[src/rtl/uart_rx_deser_if.sv]
// uart_rx_deser_if -- word-delivery handshake between the UART receiver and its consumer.
//   rx_ready_i  : consumer accepts the held word when high together with rx_valid_o
//   rx_data_o   : received word (first bit on the line lands in bit 0)
//   rx_valid_o  : rx_data_o and the flags are valid and held until accepted
//   rx_ferr_o   : framing error flag for the held word
//   rx_perr_o   : parity error flag for the held word (UART_RX_PARITY_EN builds only)
//   overrun_o   : one-cycle pulse when a completed word was dropped
// master = receiver, slave = consumer.
interface uart_rx_deser_if #(parameter int DATA_BITS = 8);
  logic                 rx_ready_i;
  logic [DATA_BITS-1:0] rx_data_o;
  logic                 rx_valid_o;
  logic                 rx_ferr_o;
`ifdef UART_RX_PARITY_EN
  logic                 rx_perr_o;
`endif
  logic                 overrun_o;

  modport master (
    input  rx_ready_i,
    output rx_data_o, rx_valid_o, rx_ferr_o, overrun_o
`ifdef UART_RX_PARITY_EN
    , output rx_perr_o
`endif
  );

  modport slave (
    output rx_ready_i,
    input  rx_data_o, rx_valid_o, rx_ferr_o, overrun_o
`ifdef UART_RX_PARITY_EN
    , input rx_perr_o
`endif
  );
endinterface

[src/rtl/uart_rx_deser.sv]
// uart_rx_deser -- 16x oversampling UART receive deserializer.
// Detects a start bit, re-checks it mid-bit, samples each following bit at its
// centre (every 16th enable tick), then presents the word on a valid/ready
// handshake that holds the word until accepted.
// Ports:
//   clk_i      : system clock, all state on rising edge
//   rst_i      : asynchronous active-low reset
//   enable_i   : 16x-baud tick, one clk_i cycle wide
//   srx_i      : serial line, already synchronized, idle high
//   even_par_i : 1 = even parity, 0 = odd (UART_RX_PARITY_EN builds only)
//   rx         : uart_rx_deser_if.master word-delivery port
// Build option: define UART_RX_PARITY_EN to add the parity bit to the frame,
// the even_par_i input and the rx_perr_o flag.
module uart_rx_deser #(
  parameter int DATA_BITS = 8
) (
  input  logic              clk_i,
  input  logic              rst_i,
  input  logic              enable_i,
  input  logic              srx_i,
`ifdef UART_RX_PARITY_EN
  input  logic              even_par_i,
`endif
  uart_rx_deser_if.master   rx
);

  localparam int IW = (DATA_BITS > 1) ? $clog2(DATA_BITS) : 1;
  localparam logic [IW-1:0] LAST = IW'(DATA_BITS - 1);

  typedef enum logic [2:0] {
    S_IDLE, S_START, S_DATA,
`ifdef UART_RX_PARITY_EN
    S_PARITY,
`endif
    S_STOP
  } state_e;

  state_e               state_q, state_d;
  logic [3:0]           cnt_q;
  logic [IW-1:0]        idx_q;
  logic [DATA_BITS-1:0] shreg_q;
  logic [DATA_BITS-1:0] data_q;
  logic                 valid_q, ferr_q, ovr_q;
`ifdef UART_RX_PARITY_EN
  logic                 perr_smp_q, perr_q;
  logic                 par_smp;
`endif
  logic                 cnt_clr, cnt_inc, idx_clr, bit_smp, done;

  always_ff @(posedge clk_i or negedge rst_i)
    if (!rst_i) state_q <= S_IDLE;
    else        state_q <= state_d;

  always_comb begin
    state_d = state_q;
    if (enable_i) begin
      case (state_q)
        S_IDLE:   if (!srx_i) state_d = S_START;
        // Mid-start re-check: a line back high here was a glitch.
        S_START:  if (cnt_q == 4'd7) state_d = srx_i ? S_IDLE : S_DATA;
        S_DATA:   if (cnt_q == 4'd15 && idx_q == LAST)
`ifdef UART_RX_PARITY_EN
                    state_d = S_PARITY;
        S_PARITY: if (cnt_q == 4'd15) state_d = S_STOP;
`else
                    state_d = S_STOP;
`endif
        S_STOP:   if (cnt_q == 4'd15) state_d = S_IDLE;
        default:  state_d = S_IDLE;
      endcase
    end
  end

  always_comb begin
    cnt_clr = 1'b0;
    cnt_inc = 1'b0;
    idx_clr = 1'b0;
    bit_smp = 1'b0;
    done    = 1'b0;
`ifdef UART_RX_PARITY_EN
    par_smp = 1'b0;
`endif
    if (enable_i) begin
      case (state_q)
        S_IDLE:   cnt_clr = !srx_i;
        S_START:  if (cnt_q == 4'd7) begin
                    cnt_clr = 1'b1;
                    idx_clr = 1'b1;
                  end else begin
                    cnt_inc = 1'b1;
                  end
        // cnt wraps 15 -> 0 naturally, so the next bit starts counting at once.
        S_DATA:   begin cnt_inc = 1'b1; bit_smp = (cnt_q == 4'd15); end
`ifdef UART_RX_PARITY_EN
        S_PARITY: begin cnt_inc = 1'b1; par_smp = (cnt_q == 4'd15); end
`endif
        S_STOP:   begin cnt_inc = 1'b1; done = (cnt_q == 4'd15); end
        default:  cnt_clr = 1'b1;
      endcase
    end
  end

  always_ff @(posedge clk_i or negedge rst_i) begin
    if (!rst_i) begin
      cnt_q      <= '0;
      idx_q      <= '0;
      shreg_q    <= '0;
      data_q     <= '0;
      valid_q    <= 1'b0;
      ferr_q     <= 1'b0;
      ovr_q      <= 1'b0;
`ifdef UART_RX_PARITY_EN
      perr_smp_q <= 1'b0;
      perr_q     <= 1'b0;
`endif
    end else begin
      if (cnt_clr)      cnt_q <= '0;
      else if (cnt_inc) cnt_q <= cnt_q + 4'd1;

      if (idx_clr)      idx_q <= '0;
      else if (bit_smp) idx_q <= idx_q + IW'(1);

      if (bit_smp) shreg_q[idx_q] <= srx_i;
`ifdef UART_RX_PARITY_EN
      // ones(data)+parity must be even (even_par_i=1) or odd (even_par_i=0).
      if (par_smp) perr_smp_q <= (^shreg_q) ^ srx_i ^ ~even_par_i;
`endif

      ovr_q <= 1'b0;
      if (done) begin
        // Slot is free if empty or being accepted this very cycle.
        if (!valid_q || rx.rx_ready_i) begin
          data_q  <= shreg_q;
          ferr_q  <= ~srx_i;
          valid_q <= 1'b1;
`ifdef UART_RX_PARITY_EN
          perr_q  <= perr_smp_q;
`endif
        end else begin
          ovr_q <= 1'b1;
        end
      end else if (valid_q && rx.rx_ready_i) begin
        valid_q <= 1'b0;
      end
    end
  end

  assign rx.rx_data_o  = data_q;
  assign rx.rx_valid_o = valid_q;
  assign rx.rx_ferr_o  = ferr_q;
  assign rx.overrun_o  = ovr_q;
`ifdef UART_RX_PARITY_EN
  assign rx.rx_perr_o  = perr_q;
`endif

endmodule

[src/flat_wrapper.sv]
// flat-port wrapper written by rule: the top's interface ports become plain ports
module uart_rx_deser_flat 
#(
  parameter int DATA_BITS = 8
)
  (clk_i, rst_i, enable_i, srx_i, rx_rx_ready_i, rx_rx_data_o, rx_rx_valid_o, rx_rx_ferr_o, rx_overrun_o);
  uart_rx_deser_if #(.DATA_BITS(DATA_BITS)) rx_i ();
  input  logic clk_i;
  input  logic rst_i;
  input  logic enable_i;
  input  logic srx_i;
  input wire logic [$bits(rx_i.rx_ready_i)-1:0] rx_rx_ready_i;
  output wire logic [$bits(rx_i.rx_data_o)-1:0] rx_rx_data_o;
  output wire logic [$bits(rx_i.rx_valid_o)-1:0] rx_rx_valid_o;
  output wire logic [$bits(rx_i.rx_ferr_o)-1:0] rx_rx_ferr_o;
  output wire logic [$bits(rx_i.overrun_o)-1:0] rx_overrun_o;
  assign rx_i.rx_ready_i = rx_rx_ready_i;
  assign rx_rx_data_o = rx_i.rx_data_o;
  assign rx_rx_valid_o = rx_i.rx_valid_o;
  assign rx_rx_ferr_o = rx_i.rx_ferr_o;
  assign rx_overrun_o = rx_i.overrun_o;
  uart_rx_deser #(.DATA_BITS(DATA_BITS)) u_core (.clk_i(clk_i), .rst_i(rst_i), .enable_i(enable_i), .srx_i(srx_i), .rx(rx_i));
endmodule
[config.mk]
export PLATFORM = sky130hd
export DESIGN_NAME = uart_rx_deser_flat
export DESIGN_NICKNAME = d
export VERILOG_FILES = /design/src/rtl/uart_rx_deser_if.sv /design/src/rtl/uart_rx_deser.sv /design/src/flat_wrapper.sv
export SDC_FILE = /design/constraint.sdc
export NUM_CORES = 1
export LEC_CHECK = 0
export CAP_MARGIN = 30
export CORE_MARGIN = 2
export CORE_UTILIZATION = 45
export CTS_BUF_LIST = sky130_fd_sc_hd__clkbuf_8
export CTS_CLUSTER_SIZE = 12
export DETAILED_ROUTE_END_ITERATION = 7
export GPL_TIMING_DRIVEN = 1
export HOLD_SLACK_MARGIN = 0.15
export PLACE_DENSITY = 0.72
export SETUP_SLACK_MARGIN = 0.15
export SLEW_MARGIN = 20
export SYNTH_ARGS = -nofsm -noshare
export SYNTH_HDL_FRONTEND = slang
export SYNTH_SLANG_ARGS = --single-unit
[constraint.sdc]
create_clock -name clk_i -period 3.1 [get_ports clk_i]
set_input_delay 0.62 -clock clk_i [delete_from_list [all_inputs] [get_ports clk_i]]
set_output_delay 0.62 -clock clk_i [all_outputs]
set_load 0.01 [all_outputs]
==> flow_summary_export.csv, run 1 <==
group,metric,value,unit
sta,slew_viol_final,0,
global_routing,antenna_found_initial,0,
pwr,leakagePower,0.7197,nW
clock_tree,cts.sinks,28,
synthesis,synth-async-reset-ratio,100.0,%
routing,routed_via_density,5.828,
global_routing,gr-total-overflow,0,
worst_setup_path,r2r_end,"u_core.rx.rx_data_o[7]$_DFFE_PN0P_",
final_layout,area_growth,17.79,%
floorplan,die_h,58.50,microns
clock_tree,cts_resized,0,
synthesis,synth_warnings,0,
worst_setup_path,cp_cell_sequence,"clkdlybuf4s50_1, nand3_1, nor3b_1, buf_4, mux2_2",
flow_run,maxCapViolations,0,
worst_setup_path,cp.arrival,2.15,ns
synthesis,avgSynthCellArea,12.04,sq um
clock_tree,cts_buffer_depth,2,
global_routing,grt_start_max_net_pins,29,
sta,worst_slack,1.126,ns
synthesis,syn_area,1336,sq um
worst_setup_path,crit_fanout,9,
final_layout,filler_cell_count,236,
synthesis,ys_seq_area_share,52.43,%
routing,via_count,915,
floorplan,num_rows,19,
synthesis,synth_cell_types,33,
global_routing,grt.total_usage,15.56,%
sta,finalClockSkew,0.004590,ns
clock_tree,clock-root-buffer,"clkbuf_8",
floorplan,start_util,48.04,%
worst_setup_path,worstRegToRegCells,5,
place,pre_cts_slack,0.8124,ns
synthesis,yosysTopAreaCell,"dfrtp_1",
place,place_congestion,0.8282,
routing,wl_per_cell,14.69,microns
final_layout,antenna_cells,0,
clock_tree,h-tree-depth,1,
pwr,ir_worst_vdd,444.3,uV
sta,period_share,63.69,%
synthesis,syn_nets,119,
routing,drcViolationCount,0,
sta,finalSetupTns,0,ns
clock_tree,clk_latency,0.28,ns
synthesis,yosys.area.top_type_share,52.43,%
routing,drtIter0Drc,9,
pwr,power_density,615.2,nW/um^2
sta,hold_viol_final,0,
routing,first_pass_iters,4,
place,io_buffers,15,
final_layout,drive_above_1_share,24.60,%
worst_setup_path,worst_path_max_delay_cell,"clkdlybuf4s50_1",
clock_tree,cts_setup_buffers,0,
sta,fmax,506.5,MHz
worst_setup_path,start_kind,"input pin",
sta,period_needed,1.974,ns
clock_tree,clkSlewWorstSetupHoldPaths,0.10,ns
worst_setup_path,max_stage_delay,0.59,ns
worst_setup_path,rrSetupSlack,1.38,ns
clock_tree,numCtsBuffers,3,
outcome,outcome,"completed",
place,hpwlAfterDp,1642,microns
synthesis,netlist_instances,111,
worst_setup_path,worstSetupPathType,"in2reg",
final_layout,multi_input_area,579.3,sq um
clock_tree,cts_tree,"yes",
floorplan,core_area,2781,sq um
floorplan,pin_count,16,
sta,relSlewSlack,75.18,%
synthesis,ys.flop_type,"dfrtp_1",
floorplan,fp.dieArea,3422,sq um
final_layout,finalNetCount,135,
sta,rsz0062_at_grt,"no",
synthesis,synth_area_leaders,"dfrtp_1 52%, mux2_2 16%, ha_1 2.8%",
worst_hold_path,hold_class,"reg2reg",
routing,routed_wl,2307,microns
worst_setup_path,rr_startpoint,"u_core.cnt_q[0]$_DFFE_PN0P_",
global_routing,grt_pass1_vias,897,
worst_setup_path,timing.critical_path.to,"u_core.rx.rx_data_o[7]$_DFFE_PN0P_",
routing,antenna_left,0,
worst_setup_path,crit_required,3.27,ns
synthesis,ys_seq_elements,28,
clock_tree,hold_buffers,0,
synthesis,synth-edff-count,0,
floorplan,die_w,58.50,microns
final_layout,regArea,700.7,sq um
worst_setup_path,crit_path_end_kind,"flip-flop",
sta,setup_viol,0,
global_routing,grt_pass1_wl,4057,microns
sta,tightest_slew,0.3722,ns
worst_setup_path,startpoint,"enable_i",
layout by cell type (no fill, tap or decap), types with 3 or more instances in the layout:
| master | n |
|---|---|
| inv_1 | 5 |
| o21ai_0 | 4 |
| clkbuf_8 | 3 |
| clkdlybuf4s50_1 | 15 |
| nand2_1 | 3 |
| dfrtp_1 | 28 |
| nor4_1 | 4 |
| nand4_1 | 6 |
| nand3_1 | 3 |
| nor2_1 | 3 |
| mux2_2 | 19 |
| ha_1 | 3 |
| a21oi_1 | 4 |
| a31oi_1 | 3 |
worst min path at each step:
stage / start / to / depth (start not counted)
after floorplan: rst_i / u_core.cnt_q[0]$_DFFE_PN0P_ / 0
after CTS: u_core.shreg_q[0]$_DFFE_PN0P_ / u_core.rx.rx_data_o[0]$_DFFE_PN0P_ / 1
after global placement: u_core.shreg_q[5]$_DFFE_PN0P_ / u_core.rx.rx_data_o[5]$_DFFE_PN0P_ / 1
after detailed placement: u_core.shreg_q[0]$_DFFE_PN0P_ / u_core.rx.rx_data_o[0]$_DFFE_PN0P_ / 1
final: u_core.shreg_q[0]$_DFFE_PN0P_ / u_core.rx.rx_data_o[0]$_DFFE_PN0P_ / 1
after global routing: u_core.shreg_q[2]$_DFFE_PN0P_ / u_core.shreg_q[2]$_DFFE_PN0P_ / 1
routing by layer:
metal | global-route usage (%) | up-vias | wire length, microns
met4 | 5.980 | 0 | 41
met2 | 24.56 | 23 | 1053
met1 | 21.39 | 447 | 1123
met3 | 2.857 | 5 | 88
met5 | 0 | - | 0
li1 | - | 440 | -
cells in the mapped netlist, types with 2 or more instances:
cell type,count
mux2_2,19
and3_1,2
inv_1,5
and4bb_2,2
nor2_1,3
a21oi_1,4
a31oi_1,3
nor4_1,4
buf_2,3
ha_1,3
dfrtp_1,28
nand2b_1,2
nand4_1,6
nand3_1,3
nand2_1,3
o21ai_0,4
sequential cells by signal, indices dropped and copies added, names as in the netlist:
name	cells
u_core.idx_q	3
u_core.shreg_q	8
u_core.rx.rx_valid_o	1
u_core.cnt_q	4
u_core.state_q	2
u_core.rx.rx_ferr_o	1
u_core.rx.overrun_o	1
u_core.rx.rx_data_o	8
per-stage QoR:
step | instances | total power, W | hold slack (ns) | utilization [%] | area, sq um
after floorplan | 111 | 0.0006425 | 0.3244 | - | 1336
after global placement | 153 | 0.0006725 | 0.4847 | 54.03 | 1503
after detailed placement | 153 | 0.0006865 | 0.4876 | 54.03 | 1503
after CTS | 157 | 0.0009737 | 0.5101 | 56.59 | 1574
after global routing | 157 | 0.001031 | 0.5275 | 56.59 | 1574
final | 157 | 0.0009684 | 0.5083 | 56.59 | 1574
worst max-delay path: cells and delay by family:
kind	cells	cell delay, ns
mux	1	0.35
buf+inv	2	0.80
simple gates	2	0.36
power by group:
group	switching [W]	total [W]	internal (W)
registers	0.0000805	0.000490	0.000409
logic	0.0000891	0.000189	0.000100
clock network	0.000116	0.000289	0.000173
total	0.000286	0.000968	0.000683
kinds of logic (layout without fill, tap and decap cells):
logic type	after synthesis	count (layout)	synth area share [%]
AO/OA/AOI/OAI	15	15	7.117
adder cells (fa/ha/maj)	3	3	2.809
buffers and inverters	11	26	4.213
flip-flops	28	28	52.43
multiplexers	20	20	16.76
AND/OR/NAND/NOR	34	34	16.67
final cells by class:
| cell class | instances | share of cell area, % |
|---|---|---|
| tap | 31 | 2.464 |
| clock inverter | 1 | 1.908 |
| multi-input combinational | 72 | 36.80 |
| sequential | 28 | 44.52 |
| timing repair buffer | 17 | 10.49 |
| inverter | 5 | 1.192 |
| clock buffer | 3 | 2.623 |
No activity file was read; power rests on OpenSTA's default activity.
==> run 2: changes to the inputs <==
--- a/config.mk
+++ b/config.mk
@@ -13,7 +13,7 @@
 export DETAILED_ROUTE_END_ITERATION = 7
 export GPL_TIMING_DRIVEN = 1
 export HOLD_SLACK_MARGIN = 0.15
-export PLACE_DENSITY = 0.72
+export PLACE_DENSITY = 0.74
 export SETUP_SLACK_MARGIN = 0.15
 export SLEW_MARGIN = 20
 export SYNTH_ARGS = -nofsm -noshare
==> constraint.sdc (replaced) <==
create_clock -name clk_i -period 1.65 [get_ports clk_i]
set_input_delay 0.33 -clock clk_i [delete_from_list [all_inputs] [get_ports clk_i]]
set_output_delay 0.33 -clock clk_i [all_outputs]
set_load 0.01 [all_outputs]
==> flow_summary_export.csv, run 2 (synthesis gave the netlist of run 1 again) <==
group,metric,value,unit
floorplan,core_area,2781,sq um
global_routing,antenna_found_initial,0,
place,io_buffers,15,
sta,slew_viol_final,0,
floorplan,die_h,58.50,microns
final_layout,final_cell_mix,"25 x dfrtp_1, 14 x buf_4, 11 x mux2_2, 9 x dlymetal6s2s_1, 8 x mux2_4",
final_layout,finalNetCount,153,
floorplan,pin_count,16,
sta,setup_viol,0,
routing,wl_per_cell,17.46,microns
pwr,leakagePower,0.9943,nW
floorplan,die_w,58.50,microns
routing,highest-signal-layer,"met4",
worst_setup_path,crit_path_frequent_cell,"buf_4",
clock_tree,clk_latency,0.27,ns
worst_setup_path,worstSetupPathType,"reg2reg",
clock_tree,hold_buffers,0,
sta,tightest_slew,0.3572,ns
pwr,ir_worst_vdd,935.5,uV
routing,drcViolationCount,0,
routing,via_count,1039,
final_layout,antenna_cells,0,
floorplan,fp.dieArea,3422,sq um
floorplan,start_util,48.04,%
final_layout,final_util,67.03,%
final_layout,area_growth,39.51,%
sta,period_share,96.55,%
worst_setup_path,start_kind,"flip-flop",
clock_tree,cts_buffer_depth,2,
sta,rsz0062_at_grt,"yes",
sta,holdWs,0.4227,ns
routing,dr_wl_met3,110,microns
routing,drtIter0Drc,31,
place,hpwlAfterDp,1701,microns
final_layout,regArea,704.4,sq um
routing,routed_wl,3056,microns
routing,drt-met1-wl,1367,microns
worst_setup_path,crit_required,1.82,ns
final_layout,layout_commonest_cell,"dfrtp_1",
worst_setup_path,crit_family,"simple AND/OR/NAND/NOR gates",
floorplan,num_rows,19,
worst_setup_path,crit_path_end_kind,"flip-flop",
global_routing,grt_pass1_wl,4836,microns
sta,fmax,627.7,MHz
clock_tree,clock-root-buffer,"clkbuf_8",
routing,wl_met2,1564,microns
final_layout,design_area,1864,sq um
worst_setup_path,crit_fanout,3,
sta,period_needed,1.593,ns
place,placed_area,1565,sq um
worst_setup_path,worst_path_max_delay_cell,"or4b_4",
worst_hold_path,hold_class,"in2async",
routing,antenna_left,0,
place,place_congestion,0.7694,
global_routing,gr-total-overflow,0,
worst_setup_path,max_stage_delay,0.52,ns
worst_setup_path,cp.arrival,1.76,ns
sta,finalClockSkew,0.0008815,ns
worst_setup_path,cp.buffers_inverters,2,
global_routing,grt_start_max_net_pins,29,
clock_tree,numCtsBuffers,3,
worst_setup_path,cp_cell_sequence,"buf_4, buf_4, or4b_4, a32o_2",
clock_tree,h-tree-depth,1,
global_routing,grt_pass1_vias,1050,
final_layout,drive_above_1_share,41.67,%
global_routing,grt.total_usage,18.61,%
clock_tree,cts.sinks,28,
routing,routed_via_density,5.937,
outcome,outcome,"completed",
flow_run,maxCapViolations,0,
pwr,power_density,1153,nW/um^2
final_layout,filler_cell_count,196,
routing,first_pass_iters,4,
sta,hold_viol_final,0,
clock_tree,clkSlewWorstSetupHoldPaths,0.09,ns
sta,relSlewSlack,75.93,%
final_layout,multi_input_area,689.4,sq um
clock_tree,cts_tree,"yes",
## run 2: worst register-to-register path, delay by kind of cell, from the launching register on
kind | cells | cell delay (ns)
AO/OA/AOI/OAI | 1 | 0.28
buffers and inverters | 2 | 0.27
flip-flops | 1 | 0.41
AND/OR/NAND/NOR | 1 | 0.53
## run 2: per-stage QoR
step	total power, W	setup slack, ns	TNS (ns)	cells
3_3_place_gp	0.001329	-0.2243	-3.779	161
5_1_grt	0.002274	0.02368	0	175
6_report	0.002149	0.05685	0	175
4_1_cts	0.002038	0.1098	0	171
3_5_place_dp	0.001353	-0.2649	-4.520	161
2_1_floorplan	0.001211	0.1514	0	111
## run 2: power breakdown
group	total [W]	internal [W]	switching [W]
Clock	0.000534	0.000325	0.000209
Sequential	0.000894	0.000776	0.000118
Combinational	0.000721	0.000384	0.000338
Total	0.00215	0.00148	0.000664
## run 2: cell type report
cell class / count / share of cell area [%]
multi-input cells: 72 / 36.98
clock inverters: 1 / 1.611
clock buffers: 3 / 2.215
flip-flops and latches: 28 / 37.79
repair buffers: 35 / 18.32
inverters: 5 / 1.007
well taps: 31 / 2.081
## run 2: path summary, 6_finish.rpt
path                                                         start                                  to  slack, ns  depth (start not counted)
worst max-delay path                 u_core.state_q[1]$_DFFE_PN0P_         u_core.cnt_q[1]$_DFFE_PN0P_       0.06                          4
worst min-delay path                                         rst_i       u_core.state_q[1]$_DFFE_PN0P_       0.42                          2
worst max register to register       u_core.state_q[1]$_DFFE_PN0P_         u_core.cnt_q[1]$_DFFE_PN0P_       0.06                          4
worst min register to register  u_core.rx.rx_data_o[5]$_DFFE_PN0P_  u_core.rx.rx_data_o[5]$_DFFE_PN0P_       0.51                          1
max in group asynchronous                                    rst_i       u_core.state_q[0]$_DFFE_PN0P_       0.96                          2
min in group clk_i              u_core.rx.rx_data_o[5]$_DFFE_PN0P_  u_core.rx.rx_data_o[5]$_DFFE_PN0P_       0.51                          1
## run 2: per-layer routing
metal  vias up  track usage [%]
met4         0            5.980
met3         2            3.077
met5         -                0
met1       531            24.60
li1        479                -
met2        27            31.30
## run 2: repair_timing
item | CTS | global route
setup endpoints to repair | 21 | 29
cloned | 1 | 0
pin swaps | 7 | 2
gates resized for setup | 21 | 22
setup buffers | 5 | 4
